[config.mk]
export PLATFORM = sky130hd
export DESIGN_NAME = sop_shared_engine
export DESIGN_NICKNAME = d
export VERILOG_FILES = /design/src/rtl/sop_engine_pkg.sv /design/src/rtl/sop_product_term.sv /design/src/rtl/sop_shared_engine.sv
export SDC_FILE = /design/constraint.sdc
export NUM_CORES = 1
export LEC_CHECK = 0
export ABC_CLOCK_PERIOD_IN_PS = 2100
export CORE_ASPECT_RATIO = 0.9
export CORE_MARGIN = 2
export CORE_UTILIZATION = 30
export DETAILED_ROUTE_END_ITERATION = 7
export PLACE_DENSITY = 0.48
export SLEW_MARGIN = 15
export SYNTH_ARGS = -nofsm -noshare
export SYNTH_HDL_FRONTEND = slang
export SYNTH_SLANG_ARGS = --single-unit
[constraint.sdc]
create_clock -name clk -period 2.1 [get_ports clk]
set_clock_uncertainty 0.05 [all_clocks]
set_input_delay 0.42 -clock clk [delete_from_list [all_inputs] [get_ports clk]]
set_output_delay 0.42 -clock clk [all_outputs]
set_load 0.02 [all_outputs]
[src/rtl/sop_engine_pkg.sv]
// Shared constants and config-row layout for the shared-product SOP evaluator.
package sop_engine_pkg;
  localparam int unsigned N_IN   = 4;
  localparam int unsigned N_OUT  = 2;
  localparam int unsigned N_PROD = 3;
  localparam int unsigned LIT_W  = 2 * N_IN;
  localparam int unsigned CFG_W  = LIT_W + N_OUT;
  localparam int unsigned ADDR_W = $clog2(N_PROD + 1);

  localparam logic [1:0] LIT_ABSENT = 2'b00;
  localparam logic [1:0] LIT_POS    = 2'b01;
  localparam logic [1:0] LIT_NEG    = 2'b10;
  localparam logic [1:0] LIT_ZERO   = 2'b11;

  typedef struct packed {
    logic [N_OUT-1:0] act;
    logic [LIT_W-1:0] lit;
  } row_t;
endpackage

[src/rtl/sop_product_term.sv]
// One combinational product term: AND of the literals selected by a 2-bit code per input.
module sop_product_term
  import sop_engine_pkg::*;
(
  input  logic [LIT_W-1:0] i_lit,
  input  logic [N_IN-1:0]  i_vec,
  output logic             o_prod_c
);

  logic [N_IN-1:0] w_kill;

  // An absent literal never kills the product; ZERO always does.
  for (genvar i = 0; i < N_IN; i++) begin : g_lit
    logic [1:0] w_code;
    assign w_code    = i_lit[2*i +: 2];
    assign w_kill[i] = (w_code != LIT_ABSENT) &
                       ((w_code == LIT_ZERO) |
                        ((w_code == LIT_POS) & ~i_vec[i]) |
                        ((w_code == LIT_NEG) &  i_vec[i]));
  end

  assign o_prod_c = ~|w_kill;

endmodule

[src/rtl/sop_shared_engine.sv]
// Programmable two-stage shared-product SOP evaluator with shadow/active config,
// drain-before-commit control and on-the-fly error statistics.
module sop_shared_engine
  import sop_engine_pkg::*;
#(
  parameter int unsigned ET    = 2,
  parameter int unsigned CNT_W = 16
) (
  input  logic              clk,
  input  logic              rst_n,
  input  logic              cfg_we,
  input  logic [ADDR_W-1:0] cfg_addr,
  input  logic [CFG_W-1:0]  cfg_data,
  input  logic              cfg_commit,
  output logic              cfg_pending,
  input  logic              in_valid,
  output logic              in_ready,
  input  logic [N_IN-1:0]   in_vec,
  input  logic [N_OUT-1:0]  in_exact,
  output logic              out_valid,
  input  logic              out_ready,
  output logic [N_OUT-1:0]  out_vec,
  output logic              out_err,
  input  logic              clr_stats,
  output logic [CNT_W-1:0]  err_cnt,
  output logic [N_OUT-1:0]  max_err
);

  logic                           r_pend;
  logic                           r_s1_v, r_s2_v;
  logic [N_PROD-1:0]              r_s1_prod;
  logic [N_OUT-1:0]               r_s1_exact;
  logic [N_OUT-1:0]               r_out_vec, r_diff;
  logic                           r_out_err;
  logic [CNT_W-1:0]               r_err_cnt;
  logic [N_OUT-1:0]               r_max_err;
  logic [N_OUT-1:0]               r_shd_en, r_act_en;

  logic [N_OUT-1:0]               w_en_nxt;
  logic [N_PROD-1:0]              w_prod;
  logic [N_OUT-1:0][N_PROD-1:0]   w_col;
  logic [N_OUT-1:0]               w_vec, w_diff;
  logic                           w_err;
  logic                           w_s2_load, w_s1_adv, w_in_fire, w_out_fire;
  logic                           w_empty, w_copy;

  // Handshake and commit control.
  assign w_s2_load  = ~r_s2_v | out_ready;
  assign w_s1_adv   = r_s1_v & w_s2_load;
  assign in_ready   = ~r_pend & (~r_s1_v | w_s1_adv);
  assign w_in_fire  = in_valid & in_ready;
  assign w_out_fire = r_s2_v & out_ready;
  assign w_empty    = ~r_s1_v & ~r_s2_v;
  assign w_copy     = w_empty & (r_pend | (cfg_commit & ~w_in_fire));

  // Per-row shadow/active config and the product term built from the active row.
  for (genvar p = 0; p < N_PROD; p++) begin : g_row
    row_t r_shd, r_act;
    row_t w_nxt;
    assign w_nxt = (cfg_we && cfg_addr == ADDR_W'(p)) ? row_t'(cfg_data) : r_shd;

    always_ff @(posedge clk) begin
      if (!rst_n) begin
        r_shd <= '0;
        r_act <= '0;
      end else begin
        r_shd <= w_nxt;
        if (w_copy) r_act <= w_nxt;
      end
    end

    sop_product_term u_term (
      .i_lit    (r_act.lit),
      .i_vec    (in_vec),
      .o_prod_c (w_prod[p])
    );

    for (genvar j = 0; j < N_OUT; j++) begin : g_act
      assign w_col[j][p] = r_act.act[j];
    end
  end

  assign w_en_nxt = (cfg_we && cfg_addr == ADDR_W'(N_PROD)) ? cfg_data[N_OUT-1:0] : r_shd_en;

  always_ff @(posedge clk) begin
    if (!rst_n) begin
      r_shd_en <= '0;
      r_act_en <= '0;
    end else begin
      r_shd_en <= w_en_nxt;
      if (w_copy) r_act_en <= w_en_nxt;
    end
  end

  always_ff @(posedge clk) begin
    if (!rst_n) r_pend <= 1'b0;
    else        r_pend <= ~w_copy & (r_pend | cfg_commit);
  end

  // Stage 2 combinational: OR of activated products, then |approx - exact|.
  for (genvar j = 0; j < N_OUT; j++) begin : g_out
    assign w_vec[j] = r_act_en[j] & |(r_s1_prod & w_col[j]);
  end
  assign w_diff = (w_vec >= r_s1_exact) ? (w_vec - r_s1_exact) : (r_s1_exact - w_vec);
  assign w_err  = 32'(w_diff) > ET;

  always_ff @(posedge clk) begin
    if (!rst_n) begin
      r_s1_v     <= 1'b0;
      r_s1_prod  <= '0;
      r_s1_exact <= '0;
    end else if (~r_s1_v | w_s1_adv) begin
      r_s1_v <= w_in_fire;
      if (w_in_fire) begin
        r_s1_prod  <= w_prod;
        r_s1_exact <= in_exact;
      end
    end
  end

  always_ff @(posedge clk) begin
    if (!rst_n) begin
      r_s2_v    <= 1'b0;
      r_out_vec <= '0;
      r_diff    <= '0;
      r_out_err <= 1'b0;
    end else if (w_s2_load) begin
      r_s2_v <= r_s1_v;
      if (r_s1_v) begin
        r_out_vec <= w_vec;
        r_diff    <= w_diff;
        r_out_err <= w_err;
      end
    end
  end

  // Statistics update on each output handshake; clear has priority.
  always_ff @(posedge clk) begin
    if (!rst_n || clr_stats) begin
      r_err_cnt <= '0;
      r_max_err <= '0;
    end else if (w_out_fire) begin
      if (r_out_err && r_err_cnt != '1) r_err_cnt <= r_err_cnt + CNT_W'(1);
      if (r_diff > r_max_err)           r_max_err <= r_diff;
    end
  end

  assign cfg_pending = r_pend;
  assign out_valid   = r_s2_v;
  assign out_vec     = r_out_vec;
  assign out_err     = r_out_err;
  assign err_cnt     = r_err_cnt;
  assign max_err     = r_max_err;

endmodule

==> metrics.txt <==
leading cell type in the layout, fill and taps excluded=sky130_fd_sc_hd__dfxtp_1; count of flip-flops with a built-in enable after synthesis=0; clock buffer count from CTS=9; CTS tree=yes; Max-Slew Margin vs Limit=70.67%; router iterations before antenna repair=5; placed cells=604; largest net degree at the start of global routing=36; Worst Path Arrival=2.43 ns; cell depth of the worst hold path=2; Non-Filler Instances=621; WP buf/inv=2; Max rail drop VDD=0.3449 mV; Worst-Skew Late Latency=0.34 ns; final std cell area, no fill=5066 um2; warnings from Yosys=0; hold-fix buffer count after cts=0; core area=12540 um2; largest stage delay on the critical path=0.49 ns; Worst-path clk slew=0.07 ns; portion of the clock cycle consumed by the worst path in the final layout=107.2%; max-slew violation count=0; Synth Register Bits=95; maximum level of the CTS H-tree=3; Synth cell types=41; reported max-cap violation count=0; DR WL/cell=14.34 um; violations in the final reports=setup timing; area enclosed by the die boundary=13640 um2; class of the most critical hold timing path=flop to flop; gate count of the mapped netlist=380; CP cell instances=a222oi_1 -> nor2b_1 -> inv_1 -> ha_1 -> inv_1 -> fa_1 -> nor2b_1 -> o21ai_1 -> a21boi_2 -> a2111oi_1; wire length of the first global-routing pass=15010 um; final hold viol count=0; routability congestion estimate from global placement=0.7544; total number of vias=3061; number of fill cells in the layout=1254; Worst Slack Setup Final=-0.1502 ns; cell area after synthesis=3817 um2; Port Buffers=48; area added between synthesis and finish=32.71%; number of clock sinks=95; result of the run=finished with violations; cell at the slowest stage of the critical path=sky130_fd_sc_hd__fa_1; detailed-route vias per instance=4.929; count of final setup violators=2; post-layout min period=2.250 ns; power density over cell area=812.6 nW/um2; maximum operating frequency=444.4 MHz; number of nets produced by synthesis=412; ys async rst share=0%; clock buffer depth=2; vias in the first global route=2966; total grt overflow=0; drc violations=0; dpl cell area=4732 um2; required time of the worst setup path=2.28 ns; Site Rows=39; number of antenna violations at the first check in global routing=0; total routed wirelength=8908 um; element type at the critical path end=flop; nets=484; met3 Usage GRT=2.778%; dpl hpwl=6371 um; mean instance size in the synthesized netlist=10.05 um2; GRT Max-Usage Layer=met2; worst r2r path cells=10; starting density of the core=30.44%; Post-synth top flop=sky130_fd_sc_hd__dfxtp_1; number of cells on the critical path=10; Antenna Violating Nets Remaining=0; RSZ-0062 raised after global routing=yes; startpoint types=flop; DRC marker count from the first detailed-route iteration=150; worst slew pin tran=0.4365 ns; fraction of layout instances using a drive strength above 1=13.79%; sequential share of the synthesized area=49.82%; crit-path leading delay family=compound AO/OA/AOI/OAI gates; chip height=111.0 um; maximum fanout count along the critical path=2; all-layer global routing usage=13.96%; die extent in x=122.9 um; final worst hold slack=0.4267 ns; kind of critical path=flop to flop; clock root cell=sky130_fd_sc_hd__clkbuf_16; number of antenna repair diodes=0; global-route met1 utilization=19.11%; met2 Resource Use GR=21.44%; static power due to leakage=2.142 nW; commonest cells after routing, fill and taps aside=sky130_fd_sc_hd__dfxtp_1 (93), sky130_fd_sc_hd__mux2i_1 (51), sky130_fd_sc_hd__nor2_1 (48), sky130_fd_sc_hd__clkdlybuf4s50_1 (46), sky130_fd_sc_hd__o22a_1 (32); Boundary Pins=49
## metal layers
metal / part of all wire, % / vias up
met5: 0 / -
met4: 1.9 / 0
met3: 3.6 / 14
met2: 44 / 47
met1: 50 / 1448
li1: - / 1552
## worst min-delay path: cells and delay by family, from the launching register on
family           cells  cell delay, ns
AND/OR/NAND/NOR      1            0.05
flip-flops           1            0.33
AO/OA/AOI/OAI        1            0.05
## synth_stat cells (2+ instances only)
master	n	area, um2
sky130_fd_sc_hd__or2_2	4	25.02
sky130_fd_sc_hd__o31ai_1	4	30.03
sky130_fd_sc_hd__o311ai_0	2	17.52
sky130_fd_sc_hd__a21oi_1	16	80.08
sky130_fd_sc_hd__nand3_1	10	50.05
sky130_fd_sc_hd__and4_1	3	26.28
sky130_fd_sc_hd__nor4_1	4	25.02
sky130_fd_sc_hd__nor2_1	49	183.9
sky130_fd_sc_hd__nand3b_1	4	30.03
sky130_fd_sc_hd__mux2i_1	51	510.5
sky130_fd_sc_hd__nand4_1	8	50.05
sky130_fd_sc_hd__or3_1	5	31.28
sky130_fd_sc_hd__o41ai_1	2	17.52
sky130_fd_sc_hd__nor2b_1	8	50.05
sky130_fd_sc_hd__and3_1	2	12.51
sky130_fd_sc_hd__ha_1	6	75.07
sky130_fd_sc_hd__nand2_1	11	41.29
sky130_fd_sc_hd__o22a_1	32	280.3
sky130_fd_sc_hd__or4_1	7	52.55
sky130_fd_sc_hd__a211oi_1	2	15.01
sky130_fd_sc_hd__a222oi_1	2	20.02
sky130_fd_sc_hd__o21a_1	2	15.01
sky130_fd_sc_hd__o21ai_0	11	55.05
sky130_fd_sc_hd__dfxtp_1	95	1902
sky130_fd_sc_hd__buf_2	2	10.01
sky130_fd_sc_hd__clkbuf_1	16	60.06
sky130_fd_sc_hd__inv_1	8	30.03
## through the flow
stage	setup TNS [ns]	util (%)	power [mW]	setup WS [ns]
after global placement	-1.608	37.73	2.462	-0.2963
after global routing	-0.5264	40.40	4.309	-0.3269
after floorplan	0	-	2.266	0.02427
final	-0.1632	40.40	4.117	-0.1502
after detailed placement	-1.928	37.73	2.470	-0.3305
after CTS	-0.1665	40.28	4.175	-0.1319
## report_power, final
part / internal (mW) / switching [mW]
clock network: 0.972 / 0.721
logic: 0.232 / 0.216
registers: 1.92 / 0.0600
## logic make-up after synthesis
group | synth area share, %
AOI/OAI and AO/OA | 14.98
and+or+nand+nor | 16.52
DFF | 49.82
adders and majority gates | 2.491
muxes | 13.37
buffers and inverters | 2.819
## sequential cells by signal, summed over array words and instances, names as in the netlist, 3 cells and up
| signal | cells |
|---|---|
| r_s1_prod | 3 |
| err_cnt | 16 |
| g_row.r_act | 30 |
| g_row.r_shd | 30 |
## worst paths after layout
path,slack (ns),startpoint,end
setup / recovery,-0.15,g_row[2].r_act[8],out_err
hold / removal,0.43,r_s1_prod[2],r_s1_prod[2]
setup reg to reg,-0.15,g_row[2].r_act[8],out_err
hold reg to reg,0.43,r_s1_prod[2],r_s1_prod[2]
## repair_timing
item	CTS	global route
resized for setup	3	6
pin swaps	0	3
setup buffers	1	0
setup endpoints to repair	3	6
## final cells by class
| type | instances | area, um2 | share of cell area (%) |
|---|---|---|---|
| clock buffers | 10 | 239.0 | 4.717 |
| flip-flops and latches | 95 | 1904 | 37.59 |
| clock inverters | 6 | 72.57 | 1.432 |
| inverters | 9 | 33.78 | 0.6668 |
| well taps | 164 | 205.2 | 4.050 |
| repair buffers | 80 | 784.5 | 15.49 |
| multi-input cells | 257 | 1827 | 36.06 |
(Power assumes the default switching activity.)
==> patch 1: new RTL, config.mk and constraints unchanged <==
Make the reset (`rst_n`) asynchronous in 5 clocked blocks.
--- a/src/rtl/sop_shared_engine.sv
+++ b/src/rtl/sop_shared_engine.sv
@@ -59,7 +59,7 @@
     row_t w_nxt;
     assign w_nxt = (cfg_we && cfg_addr == ADDR_W'(p)) ? row_t'(cfg_data) : r_shd;
 
-    always_ff @(posedge clk) begin
+    always_ff @(posedge clk or negedge rst_n) begin
       if (!rst_n) begin
         r_shd <= '0;
         r_act <= '0;
@@ -82,7 +82,7 @@
 
   assign w_en_nxt = (cfg_we && cfg_addr == ADDR_W'(N_PROD)) ? cfg_data[N_OUT-1:0] : r_shd_en;
 
-  always_ff @(posedge clk) begin
+  always_ff @(posedge clk or negedge rst_n) begin
     if (!rst_n) begin
       r_shd_en <= '0;
       r_act_en <= '0;
@@ -92,7 +92,7 @@
     end
   end
 
-  always_ff @(posedge clk) begin
+  always_ff @(posedge clk or negedge rst_n) begin
     if (!rst_n) r_pend <= 1'b0;
     else        r_pend <= ~w_copy & (r_pend | cfg_commit);
   end
@@ -104,7 +104,7 @@
   assign w_diff = (w_vec >= r_s1_exact) ? (w_vec - r_s1_exact) : (r_s1_exact - w_vec);
   assign w_err  = 32'(w_diff) > ET;
 
-  always_ff @(posedge clk) begin
+  always_ff @(posedge clk or negedge rst_n) begin
     if (!rst_n) begin
       r_s1_v     <= 1'b0;
       r_s1_prod  <= '0;
@@ -118,7 +118,7 @@
     end
   end
 
-  always_ff @(posedge clk) begin
+  always_ff @(posedge clk or negedge rst_n) begin
     if (!rst_n) begin
       r_s2_v    <= 1'b0;
       r_out_vec <= '0;
Behaviour: differs if rst_n is asserted again (counterexample within 4 cycles, from zero or initial values and one cycle with rst_n low); with rst_n held inactive, the same outputs for 10 cycles.
==> patch 1 against the unedited design <==
The run still ends with negative setup slack left. Sequential cell count unchanged. Area after synthesis up 8.4%. Setup slack better by 0.023 ns. Final area up 5.3%. Routed wire length down 2.1%. Hold slack worse by 0.35 ns. Critical endpoint is now r_diff[1]. Largest cell class unchanged.
Power is not compared: it rests on default switching activity, and its combinational part moved more than twofold at a synthesized area within 25%.
==> patch 1: results <==
metrics = {
    "outcome": {
        "status": "complete, but fails checks",
        "violations": "negative setup slack",
    },
    "worst_setup_path": {
        "path_delay_family": "adder cells",
        "rrSetupSlack_ns": -0.13,
        "crit_slowest_cell": "fa_1",
        "crit_fanout": 2,
        "path_buf_inv": 2,
        "cpPeakStageDelay_ns": 0.46,
        "crit_arrival_ns": 2.40,
    },
    "place": {
        "hpwl_um": 6180,
        "io_buffer_count": 48,
        "placed_cell_area_mm2": 0.00502,
        "gp_congestion": 0.744,
        "dp.cells": 549,
    },
    "grt": {
        "grt_antenna_before_repair": 0,
        "grt_pass1_wl_um": 14400,
        "grt_start_max_net_pins": 78,
        "track_usage_pct": 12.7,
    },
    "drt": {
        "dr_wl_met2_um": 3990,
        "wl_met3_um": 385,
        "wl_um": 8730,
        "routed.top_layer": "met4",
        "via_count": 2753,
        "dr.pass1.iters": 4,
        "drt-met1-wl_um": 4210,
        "drtIter0Drc": 163,
    },
    "timing": {
        "setup_tns_ns": -0.184,
        "hold_ws_ns": 0.0816,
        "relSlewSlack_pct": 73.1,
        "fin_ws_ns": -0.127,
        "finalSetupViolations": 2,
    },
    "clocking": {
        "cts-buffers-inserted": 9,
        "clk_pin_slew_ns": 0.07,
        "cts_root_buf": "clkbuf_16",
        "htree_levels": 3,
        "cts_setup_buffers": 0,
        "clockBufferDepth": 2,
        "insertion_delay_ns": 0.34,
    },
    "logic_synthesis": {
        "yosys_warnings": 0,
        "syn_area_per_cell_um2": 13.0,
        "synth.area.top_cells": "dfrtp_1 (47%), mux2_2 (19%), dfxtp_1 (8.7%), mux2i_1 (3.4%), ha_1 (1.8%)",
        "async_flop_share_pct": 81.1,
        "synth_fp_nets": 351,
        "synthTopCellsByCount": "dfrtp_1 (77), mux2_2 (68), dfxtp_1 (18), mux2i_1 (14), nand2_1 (13)",
        "synth.distinct_cells": 44,
        "yosysSeqAreaShare_pct": 55.3,
        "ys.flop_type": "dfrtp_1",
    },
    "pwr": {
        "leakagePower_uw": 0.00218,
        "ir_worst_vdd_mv": 0.564,
    },
    "layout": {
        "final_cells": 565,
        "fill_cells": 1289,
        "diodes": 0,
        "num-nets-final": 424,
        "layout-drive-gt1-share_pct": 30.7,
    },
    "hold_path": {
        "worstHoldPathType": "input port to asynchronous set/reset pin",
    },
}
## patch 1: cell count changes in the layout (fill, tap and decap cells not counted), moves of 7 or more
cell,delta
buf_4,-7
o22a_1,-32
dfxtp_1,-75
mux2i_1,-37
dfrtp_1,+77
nor2_1,-39
mux2_2,+68
## patch 1: logic make-up (layout without fill, tap and decap cells)
family / Yosys count / after routing / synth area share [%]
adders and majority gates: 7 / 7 / 2.30
and+or+nand+nor: 73 / 73 / 11.1
DFF: 95 / 95 / 55.3
AOI/OAI and AO/OA: 46 / 46 / 7.38
buffers and inverters: 16 / 94 / 2.00
muxes: 82 / 82 / 21.9
## patch 1: through the flow
step                      utilization (%)  total power, uW  setup slack [ns]
after global routing                 39.8             6780            -0.265
after CTS                            39.8             6470            -0.133
final                                39.8             6360            -0.127
after floorplan                         -             3970           0.00839
after global placement               37.4             4630            -0.108
after detailed placement             37.4             4690            -0.144
## patch 1: cell type report
type	count	share of cell area (%)
Timing Repair Buffer	72	13.5
Tap cell	168	3.94
Clock inverter	6	1.71
Inverter	6	0.422
Sequential cell	95	42.9
Clock buffer	10	4.29
Multi-Input combinational cell	208	33.3
## patch 1: worst register-to-register path, stage by stage (launching register included)
cell and delay [ns]:
dfrtp_1 0.37, a222oi_1 0.33, nor2b_1 0.11, inv_1 0.08, ha_1 0.13, inv_1 0.05, fa_1 0.46, a21oi_1 0.14
o22ai_1 0.11, mux2_2 0.27
## patch 1: what timing repair did
action                     CTS  global route
gates resized for setup      1             0
setup endpoints to repair    3             2
pin swaps                    2             1
## patch 1: power by group
part	total (uW)	internal (uW)	switching [uW]
combinational	1940	1100	845
sequential	2670	2390	280
clock	1750	1050	698
total	6360	4540	1820
## patch 1: metal layers
layer	up-vias	GRT usage, %
li1	1332	-
met1	1354	17.2
met2	55	20.0
met3	12	3.21
met4	0	4.62
met5	-	0
## patch 1: final timing paths
path                                     end               from  cells after the start
max                                r_diff[1]       r_s1_prod[0]                      9
min                        g_row[0].r_act[2]              rst_n                      2
max reg2reg                        r_diff[1]       r_s1_prod[0]                      9
min reg2reg                g_row[0].r_shd[5]  g_row[0].r_shd[5]                      1
max in group asynchronous      r_s1_exact[1]              rst_n                      2
min in group clk                  err_cnt[4]              rst_n                      3
==> patch 2: new RTL, same settings <==
Without the edit above. Change the package constant `N_IN` from 4 to 6.
--- a/src/rtl/sop_engine_pkg.sv
+++ b/src/rtl/sop_engine_pkg.sv
@@ -1,6 +1,6 @@
 // Shared constants and config-row layout for the shared-product SOP evaluator.
 package sop_engine_pkg;
-  localparam int unsigned N_IN   = 4;
+  localparam int unsigned N_IN   = 6;
   localparam int unsigned N_OUT  = 2;
   localparam int unsigned N_PROD = 3;
   localparam int unsigned LIT_W  = 2 * N_IN;
Ports: changed (resized cfg_data and in_vec); port bits go from 49 to 55. The function was not compared with the original's and may differ.
==> patch 2 against the unedited design <==
The flow still finishes with violations (negative setup slack). Area after synthesis grew 21%. Power grew 43%. Routed wire length grew 40%. Global-route usage grew 2.0 points. Utilization grew 1.1 points. Sequential cell count grew 24. Final area grew 25%. Hold slack lost 0.020 ns. Largest power group is now clock. Synthesized cell count grew 33%. Critical endpoint is now r_diff[1]. Setup slack gained 0.016 ns.
==> patch 2: results <==
metrics = {
    "place": {
        "io_buffer_count": 54,
        "gp_congestion": 0.785,
        "placed_cell_area_mm2": 0.00575,
        "hpwl_um": 8370,
    },
    "grt": {
        "grt_start_max_net_pins": 50,
        "grt_pass1_vias": 3929,
        "track_usage_pct": 16.0,
        "grt_pass1_wl_um": 20100,
    },
    "timing": {
        "fin_ws_ns": -0.134,
        "relSlewSlack_pct": 71.0,
        "setup_tns_ns": -0.263,
        "finalSetupViolations": 2,
    },
    "drt": {
        "dr.pass1.iters": 4,
        "wl_um": 12500,
        "via_per_inst": 4.86,
        "drtIter0Drc": 293,
    },
    "clocking": {
        "insertion_delay_ns": 0.41,
        "cts-buffers-inserted": 17,
        "htree_levels": 4,
        "clk_pin_slew_ns": 0.05,
        "cts_resized": 8,
    },
    "layout": {
        "num-nets-final": 630,
        "final_cells": 806,
        "fill_cells": 1533,
        "layout-drive-gt1-share_pct": 14.4,
    },
    "logic_synthesis": {
        "synth.distinct_cells": 48,
        "synth_fp_nets": 542,
        "syn_area_per_cell_um2": 9.20,
        "synth.area.top_cells": "dfxtp_1 (51%), o22a_1 (8.3%), nand2_1 (8.2%), a21oi_1 (5.8%), mux2i_1 (5.6%)",
    },
    "worst_setup_path": {
        "worst_r2r_startpoint": "g_row[0].r_act[12]",
        "cpPeakStageDelay_ns": 0.45,
        "regToRegEndpoint": "r_diff[1]",
        "crit_start": "g_row[0].r_act[12]",
        "crit_arrival_ns": 2.49,
    },
    "pwr": {
        "ir_worst_vdd_mv": 0.588,
        "leakagePower_uw": 0.00257,
        "seqPwrFrac_pct": 42.1,
        "p_sw_uw": 1350,
        "pg_clk_uw": 2830,
    },
    "outcome": {
        "violations": "negative setup slack",
        "status": "complete, but fails checks",
    },
    "hold_path": {
        "holdPathEnd": "g_row[0].r_shd[8]",
    },
}
==> patch 2: cell count changes in the layout (fill, tap and decap cells not counted), moves of 4 or more <==
cell | unedited run | this run
a21oi_1 | 16 | 54
buf_4 | 27 | 37
clkbuf_1 | 0 | 5
clkbuf_16 | 9 | 17
clkdlybuf4s50_1 | 46 | 52
dfxtp_1 | 93 | 116
inv_6 | 4 | 0
mux2i_1 | 51 | 26
nand2_1 | 11 | 101
nand4_1 | 8 | 4
nor2_1 | 48 | 21
o22a_1 | 32 | 44
==> patch 2: layer usage <==
metal	up-vias	GRT usage [%]	routed length, um
li1	1973	-	-
met1	1857	21.0	6230
met2	72	24.9	5410
met3	17	4.37	598
met4	0	6.45	246
met5	-	0	0
==> patch 2: final cells by class <==
cell class                 count  area, um^2  area share [%]
clock buffer                  22         444            7.00
clock inverter                 9         128            2.01
inverter                      11        41.3           0.651
multi-input combinational    344        2110            33.3
sequential                   119        2390            37.6
tap                          202         253            3.98
timing repair buffer          99         982            15.5
==> patch 2: cell families after synthesis <==
group / count (synthesis) / synth area share (%)
flip-flops: 119 / 51.4
multiplexers: 26 / 5.62
AO/OA/AOI/OAI: 130 / 19.1
adder cells (fa/ha/maj): 7 / 2.05
AND/OR/NAND/NOR: 181 / 18.5
buffers and inverters: 41 / 3.35
==> patch 2: through the flow <==
step / hold slack [ns] / utilization, % / total power [uW] / setup slack (ns)
3_3_place_gp: 0.397 / 37.6 / 3090 / -0.370
2_1_floorplan: 0.391 / - / 2830 / 0.0243
6_report: 0.406 / 41.5 / 5890 / -0.134
3_5_place_dp: 0.401 / 37.6 / 3110 / -0.401
5_1_grt: 0.431 / 41.5 / 6120 / -0.228
4_1_cts: 0.409 / 41.5 / 5950 / -0.171
